==> config.mk <==
export PLATFORM = sky130hd
export DESIGN_NAME = fdiv_arb
export DESIGN_NICKNAME = d
export VERILOG_FILES = /design/src/rtl/fpu_pkg.sv /design/src/rtl/fdiv_arb_fifo.sv /design/src/rtl/fdiv_arb.sv
export SDC_FILE = /design/constraint.sdc
export NUM_CORES = 1
export LEC_CHECK = 0
export ABC_AREA = 1
export BUFFER_PORTS_ARGS = -buffer_cell sky130_fd_sc_hd__clkbuf_2
export CAP_MARGIN = 20
export CORE_UTILIZATION = 59
export DETAILED_ROUTE_END_ITERATION = 10
export PLACE_DENSITY = 0.88
export SLEW_MARGIN = 20
export SYNTH_ARGS = -nofsm -noshare
export SYNTH_HDL_FRONTEND = slang
export SYNTH_SLANG_ARGS = --single-unit
==> constraint.sdc <==
create_clock -name clk -period 5.57 [get_ports clk]
set_input_delay 0.8355 -clock clk [delete_from_list [all_inputs] [get_ports clk]]
set_output_delay 0.8355 -clock clk [all_outputs]
set_load 0.03 [all_outputs]
==> src/rtl/fpu_pkg.sv <==
// Shared FPU types: fdiv pipeline latency and in-flight result ownership tags.
package fpu_pkg;

  localparam int unsigned FDIV_LAT = 5;

  typedef logic req_id_t;

  typedef struct packed {
    logic    valid;
    req_id_t id;
  } fdiv_tag_t;

endpackage

==> src/rtl/fdiv_arb_fifo.sv <==
// Synchronous FIFO with count/full/empty and no write-to-read bypass.
module fdiv_arb_fifo #(
  parameter int unsigned DEPTH = 4,
  parameter int unsigned WIDTH = 32,
  localparam int unsigned PW = (DEPTH > 1) ? $clog2(DEPTH) : 1,
  localparam int unsigned CW = $clog2(DEPTH + 1)
) (
  input  logic             clk,
  input  logic             rstn,
  input  logic             wr_en,
  input  logic [WIDTH-1:0] wr_data,
  input  logic             rd_en,
  output logic [WIDTH-1:0] rd_data,
  output logic [CW-1:0]    count,
  output logic             full,
  output logic             empty
);

  logic [WIDTH-1:0] mem_q [DEPTH];
  logic [PW-1:0]    wr_ptr_q, rd_ptr_q;
  logic [CW-1:0]    count_q;
  logic             do_rd;

  // Wrap-around increment that also works for non-power-of-two depths.
  function automatic logic [PW-1:0] ptr_inc(input logic [PW-1:0] p);
    return (p == PW'(DEPTH - 1)) ? '0 : p + 1'b1;
  endfunction

  assign do_rd = rd_en && (count_q != '0);

  // Pointer and occupancy update.
  always_ff @(posedge clk or negedge rstn) begin
    if (!rstn) begin
      wr_ptr_q <= '0;
      rd_ptr_q <= '0;
      count_q  <= '0;
    end else begin
      if (wr_en) wr_ptr_q <= ptr_inc(wr_ptr_q);
      if (do_rd) rd_ptr_q <= ptr_inc(rd_ptr_q);
      unique case ({wr_en, do_rd})
        2'b10:   count_q <= count_q + 1'b1;
        2'b01:   count_q <= count_q - 1'b1;
        default: count_q <= count_q;
      endcase
    end
  end

  // Storage array; contents need no reset since count gates visibility.
  always_ff @(posedge clk) begin
    if (wr_en) mem_q[wr_ptr_q] <= wr_data;
  end

  assign rd_data = mem_q[rd_ptr_q];
  assign count   = count_q;
  assign full    = (count_q == CW'(DEPTH));
  assign empty   = (count_q == '0);

  // The credit scheme upstream must never let a write land on a full FIFO.
  no_overflow_a: assert property (@(posedge clk) disable iff (!rstn) wr_en |-> !full);

endmodule

==> src/rtl/fdiv_arb.sv <==
// Two-requester round-robin arbiter for the free-running fdiv pipeline, with
// credit-based back-pressure and per-requester result FIFOs.
module fdiv_arb
  import fpu_pkg::*;
#(
  parameter int unsigned LAT    = FDIV_LAT,
  parameter int unsigned FIFO_D = 4
) (
  input  logic        clk,
  input  logic        rstn,
  input  logic        req0_valid,
  output logic        req0_ready,
  input  logic [31:0] req0_x1,
  input  logic [31:0] req0_x2,
  input  logic        req1_valid,
  output logic        req1_ready,
  input  logic [31:0] req1_x1,
  input  logic [31:0] req1_x2,
  output logic        fdiv_en,
  output logic [31:0] fdiv_x1,
  output logic [31:0] fdiv_x2,
  input  logic [31:0] fdiv_y,
  output logic        res0_valid,
  input  logic        res0_ready,
  output logic [31:0] res0_y,
  output logic        res1_valid,
  input  logic        res1_ready,
  output logic [31:0] res1_y
);

  localparam int unsigned CW = $clog2(FIFO_D + 1);

  logic [CW-1:0] free_q [2];
  logic [CW-1:0] free_d [2];
  logic [1:0]    elig, grant, pop, wr_en;
  req_id_t       prio_q, prio_d;
  req_id_t       owner_q;
  logic          fdiv_en_q;
  logic [31:0]   fdiv_x1_q, fdiv_x2_q;
  fdiv_tag_t     tag_q [LAT];
  fdiv_tag_t     tail;
  logic [CW-1:0] count0, count1;
  logic          full0, full1, empty0, empty1;

  assign elig[0] = req0_valid && (free_q[0] != '0);
  assign elig[1] = req1_valid && (free_q[1] != '0);

  // Round-robin pick: prio wins a tie, otherwise the lone eligible requester.
  always_comb begin
    grant = '0;
    if (elig[0] && elig[1]) grant[prio_q] = 1'b1;
    else                    grant = elig;
  end

  // Priority passes to whichever requester lost (or was absent) at a grant.
  always_comb begin
    prio_d = prio_q;
    if (grant[0])      prio_d = 1'b1;
    else if (grant[1]) prio_d = 1'b0;
  end

  // Ready is forced low while reset is asserted.
  assign req0_ready = grant[0] && rstn;
  assign req1_ready = grant[1] && rstn;

  assign pop[0] = res0_valid && res0_ready;
  assign pop[1] = res1_valid && res1_ready;

  // Credit bookkeeping: grant consumes, pop returns, both together cancel.
  always_comb begin
    for (int i = 0; i < 2; i++) begin
      free_d[i] = free_q[i];
      if (grant[i] && !pop[i])      free_d[i] = free_q[i] - 1'b1;
      else if (!grant[i] && pop[i]) free_d[i] = free_q[i] + 1'b1;
    end
  end

  // Arbitration and credit state.
  always_ff @(posedge clk or negedge rstn) begin
    if (!rstn) begin
      prio_q    <= 1'b0;
      free_q[0] <= CW'(FIFO_D);
      free_q[1] <= CW'(FIFO_D);
    end else begin
      prio_q    <= prio_d;
      free_q[0] <= free_d[0];
      free_q[1] <= free_d[1];
    end
  end

  // Issue register; operands hold when nothing is granted.
  always_ff @(posedge clk or negedge rstn) begin
    if (!rstn) begin
      fdiv_en_q <= 1'b0;
      fdiv_x1_q <= '0;
      fdiv_x2_q <= '0;
      owner_q   <= 1'b0;
    end else begin
      fdiv_en_q <= |grant;
      if (|grant) begin
        owner_q   <= grant[1];
        fdiv_x1_q <= grant[1] ? req1_x1 : req0_x1;
        fdiv_x2_q <= grant[1] ? req1_x2 : req0_x2;
      end
    end
  end

  assign fdiv_en = fdiv_en_q;
  assign fdiv_x1 = fdiv_x1_q;
  assign fdiv_x2 = fdiv_x2_q;

  // Ownership tags travel alongside the pipeline so the tail lines up with fdiv_y.
  always_ff @(posedge clk or negedge rstn) begin
    if (!rstn) begin
      for (int k = 0; k < LAT; k++) tag_q[k] <= '0;
    end else begin
      tag_q[0] <= '{valid: fdiv_en_q, id: owner_q};
      for (int k = 1; k < LAT; k++) tag_q[k] <= tag_q[k-1];
    end
  end

  assign tail     = tag_q[LAT-1];
  assign wr_en[0] = tail.valid && (tail.id == 1'b0);
  assign wr_en[1] = tail.valid && (tail.id == 1'b1);

  fdiv_arb_fifo #(
    .DEPTH (FIFO_D),
    .WIDTH (32)
  ) u_fifo0 (
    .clk     (clk),
    .rstn    (rstn),
    .wr_en   (wr_en[0]),
    .wr_data (fdiv_y),
    .rd_en   (res0_ready),
    .rd_data (res0_y),
    .count   (count0),
    .full    (full0),
    .empty   (empty0)
  );

  fdiv_arb_fifo #(
    .DEPTH (FIFO_D),
    .WIDTH (32)
  ) u_fifo1 (
    .clk     (clk),
    .rstn    (rstn),
    .wr_en   (wr_en[1]),
    .wr_data (fdiv_y),
    .rd_en   (res1_ready),
    .rd_data (res1_y),
    .count   (count1),
    .full    (full1),
    .empty   (empty1)
  );

  assign res0_valid = !empty0;
  assign res1_valid = !empty1;

  // Buffered results plus spare credits can never exceed the FIFO depth.
  credit0_a: assert property (@(posedge clk) disable iff (!rstn)
    ({1'b0, free_q[0]} + {1'b0, count0}) <= (CW + 1)'(FIFO_D) && !(wr_en[0] && full0));
  credit1_a: assert property (@(posedge clk) disable iff (!rstn)
    ({1'b0, free_q[1]} + {1'b0, count1}) <= (CW + 1)'(FIFO_D) && !(wr_en[1] && full1));

endmodule

[Word-level counts from Yosys, hierarchy flattened]
Memories as Yosys holds them, arrays and structs flattened.
Cells that the tools add are included.
Storage, ports and cells
  flip-flop bits (word level): 97
  RAM bits: 256
  input port bits: 166
  output and inout port bits: 133
  memories: 2
Memories
  u_fifo0.mem_q: words 4, bits a word 32, rd ports 1, clocked after Yosys merged registers in 0, wr ports 1, RTL line fdiv_arb_fifo.sv:19  | logic [WIDTH-1:0] mem_q [DEPTH];
  u_fifo1.mem_q: words 4, bits a word 32, rd ports 1, clocked after Yosys merged registers in 0, wr ports 1, RTL line fdiv_arb_fifo.sv:19
Cells by class
  add/subtract/negate cells: 12
  order comparisons: 2
  equality and inequality tests: 8
  mux-type cells: 21
  bitwise logic cells: 1
  reduce and logical (&&, ||, !) cells: 34
Operators with widths (number)
  32-bit 2-to-1 mux: 2
  1-bit logical AND: 16
  3-bit by 1-bit adder with 3-bit output (second input constant): 4
  2-bit == test (second input constant): 6
  3-bit 2-to-1 mux: 4
  3-bit case mux with 2 select lines: 2
  3-bit nonzero test: 4
  3-bit by 1-bit subtractor with 3-bit output (second input constant): 4
  2-bit 2-to-1 mux: 5
  2-bit nonzero test: 5
  2-bit by 1-bit adder with 2-bit output (second input constant): 4
  1-bit 2-to-1 mux: 7
  1-bit logical NOT: 6
  3-bit logical NOT: 2
  2-bit by 1-bit == test with 1-bit output (second input constant): 2
  1-bit by 2-bit < comparator with 1-bit output (second input constant): 1
  2-bit OR reduction: 1
  1-bit demux with 1-bit select: 1
  1-bit >= comparator (second input constant): 1
  1-bit NOT: 1

[Longest topological paths before layout]
Gate-level depths: netlist (run 1).
  depth after elaboration: 9
  gate-level depth with buffers: 14
  depth with buffers taken out: 12

[Hierarchy]
Synthesis (run 1) repeated with hierarchy kept, for this count alone.
Unflattened totals
  cell total of the unflattened synthesis: 1428
  area, all modules: 15288.4 um^2
Modules (own cells, without submodules)
  fdiv_arb_fifo: instances 2, cells an instance 432, area an instance 5486.5 um^2
  fdiv_arb: instances 1, cells an instance 564, area an instance 4315.4 um^2

[Worst setup path after synthesis (run 1)]
No wires, ideal clock.
  path kind: input -> output
  start point: input req0_valid
  end point: output req0_ready
  data arrival time: 1.662 ns
  data required time: 4.734 ns
  setup slack: 3.073 ns
  stages on the path: 6
  buffers on the path: 2
  cell sequence: nand2_2 -> inv_2 -> buf_6 -> buf_6 -> nand2_1 -> nor2_1
On the way
  longest elaborated chain between the ends: 4
RTL lines
  start, declared: RTL line fdiv_arb.sv:11  | input logic req0_valid,
  1-bit logical AND (*): RTL line fdiv_arb.sv:45  | assign elig[0] = req0_valid && (free_q[0] != '0);
  1-bit logical AND: RTL line fdiv_arb.sv:51  | if (elig[0] && elig[1]) grant[prio_q] = 1'b1;
  2-bit 2-to-1 mux (*): RTL line fdiv_arb.sv:51
  1-bit logical AND (*): RTL line fdiv_arb.sv:63  | assign req0_ready = grant[0] && rstn;
  end, declared: RTL line fdiv_arb.sv:12  | output logic req0_ready,
Mark *: on every way between the ends. The rest lies on a longest branch, timed or not.

[Worst setup path after layout (run 1)]
  start point: register u_fifo1.rd_ptr_q[0]
  end point: output res1_y[3]
On the way
  longest elaborated chain between the ends: 1
RTL lines
  start, declared: RTL line fdiv_arb_fifo.sv:20  | logic [PW-1:0] wr_ptr_q, rd_ptr_q;
  start signal, assigned: RTL line fdiv_arb_fifo.sv:39  | if (do_rd) rd_ptr_q <= ptr_inc(rd_ptr_q);
  memory read 4 x 32 bit
  end, declared: RTL line fdiv_arb.sv:28  | output logic [31:0] res1_y
Every way passes these cells.

==> flow_metrics.tcl, run 1 <==
set metrics [dict create \
    avgSynthCellArea_um2 12.4 \
    power_density_nw_per_um2 634 \
    grt_usage_pct 28.6 \
    cts_resized 0 \
    cp_slowest_cell "buf_4" \
    rows 56 \
    core_um2 23500 \
    synth_fa_ha_area_share_pct 1.80 \
    post_cts_buffers 0 \
    synth_cells 1143 \
    critPathLaunchType "register" \
    synth-xor-area-share_pct 0.494 \
    final_cell_area_um2 17300 \
    dieArea_um2 24700 \
    hold_ws_ps 321 \
    p_sw_mw 4.59 \
    routed_wl_um 36300 \
    wl_per_cell_um 20.6 \
    first_global_vias 10085 \
    antenna_found_initial 2 \
    ys.flop_type "edfxtp_1" \
    swShare_pct 41.8 \
    yosysWarnings 0 \
    pre_cts_ws_ps 2380 \
    clockBufferDepth 3 \
    gp_congestion 0.790 \
    hold_class "in -> async" \
    status "finished clean" \
    clock-sinks 353 \
    async_flop_share_pct 27.5 \
    r2r_start "free_q[3]" \
    finalSetupViolCount 0 \
    finClkSkew_ps 18.9 \
    die_h_um 157 \
    yosysMostFrequentCell "nand3_1" \
    cp_slowest_stage_delay_ps 510 \
    hold_viol_final 0 \
    ctsHoldBuffers 0 \
    p_leak_nw 6.98 \
    combPwrFrac_pct 40.8 \
    layout.nets 1600 \
    cp_max_fo 67 \
    r2r-end "free_q[2]" \
    finalSetupTns_ps 0 \
    crit_start "u_fifo1.rd_ptr_q[0]" \
    ir_worst_vdd_uv 353 \
    root_buffer "clkbuf_16" \
    synth_mux_area_share_pct 0 \
    synth_top_family_by_area "simple AND/OR/NAND/NOR gates" \
    synthesis.nets 1327 \
    period_minus_slack_ps 3530 \
    syn_to_final_growth_pct 22.0 \
    instances_no_fill 1765 \
    clk_latency_ps 520 \
    place_hpwl_um 21200 \
    yosys.area_share.simple_pct 13.7 \
    end_kind "output pin" \
    final_max_slew_viol_count 0 \
    crit_type "reg -> out" \
    synth-edff-count 256 \
    p_int_mw 6.38 \
    rsz0062_at_grt "no" \
    yosysUniqueCellTypes 23 \
    via_count 10627 \
    cts_tree "done" \
    nFillCells 1469 \
    synth_compound_area_share_pct 8.23 \
    multi_input_area_um2 3510 \
    fmax_mhz 283 \
    reg2regPathDepth 12 \
    yosysTopAreaCellShare_pct 54.2 \
    crit_required_ps 4730 \
    numPortBuffers 298 \
    cp.arrival_ps 2700 \
    cts_buffers 36 \
    fin_crit_sh_pct 63.4 \
    placed_cell_area_um2 15800 \
    die_w_um 157 \
    layout_setup_ws_ps 2040 \
    grt_pass1_wl_um 53800 \
    worstPathCellList "buf_4 -> inv_2 -> buf_12 -> o21ai_0 -> o22ai_1 -> clkbuf_2" \
    synth_area_leaders "edfxtp_1 (54%), dfrtp_1 (17%), nand3_1 (9.1%)" \
    initial_core_util_pct 60.2 \
    clock_power_share_pct 23.8 \
    synth_common_cells "nand3_1 (259), edfxtp_1 (256), nor2_1 (143), o21ai_0 (143), dfrtp_1 (95)" \
    synth_seq_cells 353 \
    drv_cap 0 \
    seqPwrFrac_pct 35.4 \
    synth.largest_area_cell "edfxtp_1" \
    drt-pass1-iter-count 6 \
    ant_nets 0 \
    seqCellArea_um2 10100 \
    drt_iter0_markers 1286 \
    htree_levels 2 \
    clkTransAtPathRegs_ps 60 \
    gr-total-overflow 0 \
    endpoint "res1_y[3]" \
    worstMarginPinSlew_ps 1120 \
    via_per_inst 6.02 \
    io_pins 299 \
    yosysSeqAreaShare_pct 71.3 \
    placedCellCount 1689 \
    grt_max_degree 68 \
    synth_area_um2 14200 \
    final_layout_size_suffix_gt1_share_pct 27.7 \
    post-route-drc-count 0 \
    rrSetupSlack_ps 2720 \
    max_slew_margin_pct 25.1 \
]
-- cells in the final DEF, fill, tap and decap left out, types with 2 or more instances in the layout --
cell          n
bufinv_16     6
dfrtp_1      93
buf_16        5
nand3_2       2
dfstp_2       2
buf_12        5
xnor2_1       5
clkbuf_8      4
clkbuf_2    297
o21ai_0     143
o22ai_1      64
a21oi_1       7
ha_1         14
clkinv_2      5
xor2_1        3
dfrtp_2       2
edfxtp_1    256
nor2_1      135
inv_1        37
buf_4        10
clkinv_1      2
nand2_2       2
inv_2         3
clkbuf_16    39
fa_1          4
diode_2       2
clkbuf_1      4
nor2_4        9
clkinvlp_4    4
nand3_1     259
nand2_1      18
-- power by group through the flow --
stage	sequential (mW)	clock [mW]	combinational [mW]
2_1_floorplan	4.30	0	2.58
3_3_place_gp	3.88	0	4.16
3_5_place_dp	3.91	0	4.32
4_1_cts	3.88	2.63	4.36
5_1_grt	3.94	2.74	4.79
6_report	3.88	2.61	4.47
-- logic make-up after synthesis --
logic type               Yosys count
AND/OR/NAND/NOR                  426
flip-flops                       353
AO/OA/AOI/OAI                    215
buffers and inverters            123
adder cells (fa/ha/maj)           18
XOR/XNOR                           8
-- registers in the layout (all words and copies together) (netlist names) --
register,cells
u_fifo1.mem_q,128
u_fifo0.rd_ptr_q,2
u_fifo1.count,3
u_fifo1.rd_ptr_q,2
u_fifo1.wr_ptr_q,2
u_fifo0.count,3
tag_q,10
fdiv_x2,32
free_q,6
u_fifo0.wr_ptr_q,2
owner_q,1
u_fifo0.mem_q,128
fdiv_en,1
fdiv_x1,32
prio_q,1
-- critical path: cells and delay by family, from the launching register on --
kind                   cells  cell delay (ps)
AO/OA/AOI/OAI              2              360
flip-flops                 1              340
buffers and inverters      4             1390
-- stage by stage --
stage / power [mW] / util, %
floorplan: 6.88 / -
global placement: 8.04 / 66.8
detailed placement: 8.23 / 67.1
CTS: 10.9 / 72.7
global route: 11.5 / 73.5
finish: 11.0 / 73.5
-- how the worst min path moves through the flow --
stage | startpoint | to | slack, ps | cells past startpoint
after floorplan | tag_q[2] | tag_q[0] | 330 | 0
after global placement | tag_q[2] | tag_q[0] | 330 | 0
after detailed placement | tag_q[8] | tag_q[6] | 330 | 0
after CTS | rstn | fdiv_x1[25] | 340 | 1
after global routing | tag_q[8] | tag_q[6] | 360 | 0
final | rstn | fdiv_x1[25] | 320 | 1
-- final cells by class --
class / instances / share of cell area [%]
Antenna cell: 2 / 0.0289
Clock buffer: 47 / 6.05
Clock inverter: 19 / 1.55
Inverter: 41 / 0.897
Multi-Input combinational cell: 667 / 20.3
Sequential cell: 353 / 58.5
Tap cell: 319 / 2.31
Timing Repair Buffer: 317 / 10.4
-- layer usage --
layer	GRT usage, %	vias to the layer above	share of wire [%]
li1	-	4717	-
met1	38.7	5142	38
met2	47.1	670	50
met3	4.65	98	8.7
met4	10.6	0	2.7
met5	0	-	0
No activity file was read; power rests on OpenSTA's default activity.
==> inputs of run 2 (changes only) <==
- CORE_UTILIZATION: 59 -> 49
- PLACE_DENSITY: 0.88 -> 0.79
- clock period: 5.57 -> 2.9 ns (I/O delays scaled with it)
==> run 2 against run 1 <==
The run now ends with negative hold slack left. Sequential power is 93% higher. Core utilization is 13 points lower. Worst hold slack worse by 330 ps. Clock power up 67%. Largest cell class unchanged.
==> flow_metrics.tcl, run 2 (synthesis gave the netlist of run 1 again) <==
set metrics [dict create \
    ir_worst_vdd_uv 723 \
    max_slew_margin_pct 51.7 \
    die_h_um 172 \
    root_buffer "clkbuf_16" \
    syn_to_final_growth_pct 20.8 \
    pre_cts_ws_ps 717 \
    layout.nets 1610 \
    clockBufferDepth 3 \
    utilization_pct 60.8 \
    final_common_cell "clkbuf_2" \
    finalSetupViolCount 0 \
    gp_congestion 0.810 \
    drv_cap 0 \
    cts_tree "done" \
    place_hpwl_um 23600 \
    final_max_slew_viol_count 0 \
    finalSetupTns_ps 0 \
    ctsHoldBuffers 0 \
    rsz0062_at_grt "no" \
    cts_buffers 37 \
    cp.arrival_ps 2200 \
    post-route-drc-count 0 \
    r2r_start "free_q[5]" \
    clock-sinks 353 \
    power_density_nw_per_um2 1180 \
    hold_viol_final 2 \
    crit_required_ps 2470 \
    status "complete, but fails checks" \
    reg2regPathDepth 12 \
    worstMarginPinSlew_ps 724 \
    largest_registers "u_fifo0.mem_q (128), u_fifo1.mem_q (128)" \
    htree_levels 2 \
    clk_latency_ps 520 \
    end_kind "output pin" \
    crit_type "reg -> out" \
    io_pins 299 \
    gr-total-overflow 0 \
    hold_ws_ps -7.30 \
    antenna_found_initial 4 \
    wl_per_cell_um 20.0 \
    placed_cell_area_um2 16000 \
    via_count 10377 \
    total_power_mw 20.2 \
    drt-pass1-iter-count 5 \
    period_minus_slack_ps 2640 \
    routed_wl_um 36700 \
    hold_class "in -> async" \
    finClkSkew_ps 14.6 \
    core_um2 28200 \
    final_cell_mix "clkbuf_2 (297), nand3_1 (259), edfxtp_1 (256)" \
    critPathLaunchType "register" \
    cp_max_fo 32 \
    fmax_mhz 379 \
    final_cell_area_um2 17100 \
    layout_setup_ws_ps 262 \
    initial_core_util_pct 50.4 \
    grt_pass1_wl_um 55000 \
    die_w_um 172 \
    first_global_vias 10061 \
    violations "negative hold slack" \
    ant_nets 0 \
    grt_max_degree 98 \
    drt_iter0_markers 873 \
    rows 61 \
    numPortBuffers 298 \
    fin_crit_sh_pct 91.0 \
    r2r-end "free_q[5]" \
    rrSetupSlack_ps 860 \
    p_leak_nw 6.90 \
    grt_usage_pct 24.6 \
    clkTransAtPathRegs_ps 60 \
    dieArea_um2 29600 \
    final_layout_size_suffix_gt1_share_pct 27.4 \
    via_per_inst 5.66 \
]
==> run 2: cell types whose count changed in the layout (fill, tap and decap cells not counted), moves of 2 or more <==
cell and delta:
clkbuf_1 +8, bufinv_16 -6, diode_2 +2, clkinvlp_4 -4, buf_16 -5, clkinv_2 +2
buf_4 +14, clkinv_1 +2
==> run 2: what timing repair did <==
action	in CTS	in global routing
resized for setup	0	1
buffers inserted	0	0
endpoints found under the setup margin	0	1
==> run 2: worst max path at each step <==
stage / from / to / cells after the start
after detailed placement: u_fifo1.rd_ptr_q[0] / res1_y[1] / 4
after global routing: u_fifo1.rd_ptr_q[0] / res1_y[30] / 5
after CTS: u_fifo1.rd_ptr_q[0] / res1_y[1] / 4
after global placement: u_fifo1.rd_ptr_q[0] / res1_y[1] / 4
final: u_fifo1.rd_ptr_q[0] / res1_y[25] / 5
after floorplan: tag_q[0] / u_fifo0.mem_q[0][0] / 3
==> run 2: final cells by class <==
class	count	area, um2
diodes	4	10.0
clock buffers	53	1040
clock inverters	13	75.1
fillers	2209	11000
inverters	41	154
multi-input cells	667	3500
flip-flops and latches	353	10100
well taps	378	473
repair buffers	326	1760
==> run 2: stage by stage <==
stage	hold WS, ps	cells
after global placement	332	1765
final	-7.30	1835
after detailed placement	335	1765
after floorplan	139	1143
after CTS	78.4	1831
after global routing	56.1	1834
==> run 2: per-layer routing <==
metal	GRT usage, %	routed length [um]
met4	9.31	1020
met1	29.5	13800
met3	6.20	3060
met5	0	12
met2	42.7	18800
==> run 2: power by group <==
group | switching [mW] | internal, mW | leakage, nW
clock network | 1.86 | 2.49 | 0.549
registers | 0.577 | 6.89 | 3.49
logic | 6.16 | 2.21 | 2.86
total | 8.59 | 11.6 | 6.90
==> run 2: worst max-delay path, stage by stage, from the launching register on <==
cell      delay, ps
dfrtp_2         550
inv_2           210
buf_4           360
o21ai_0         130
o22ai_1         190
clkbuf_2        240
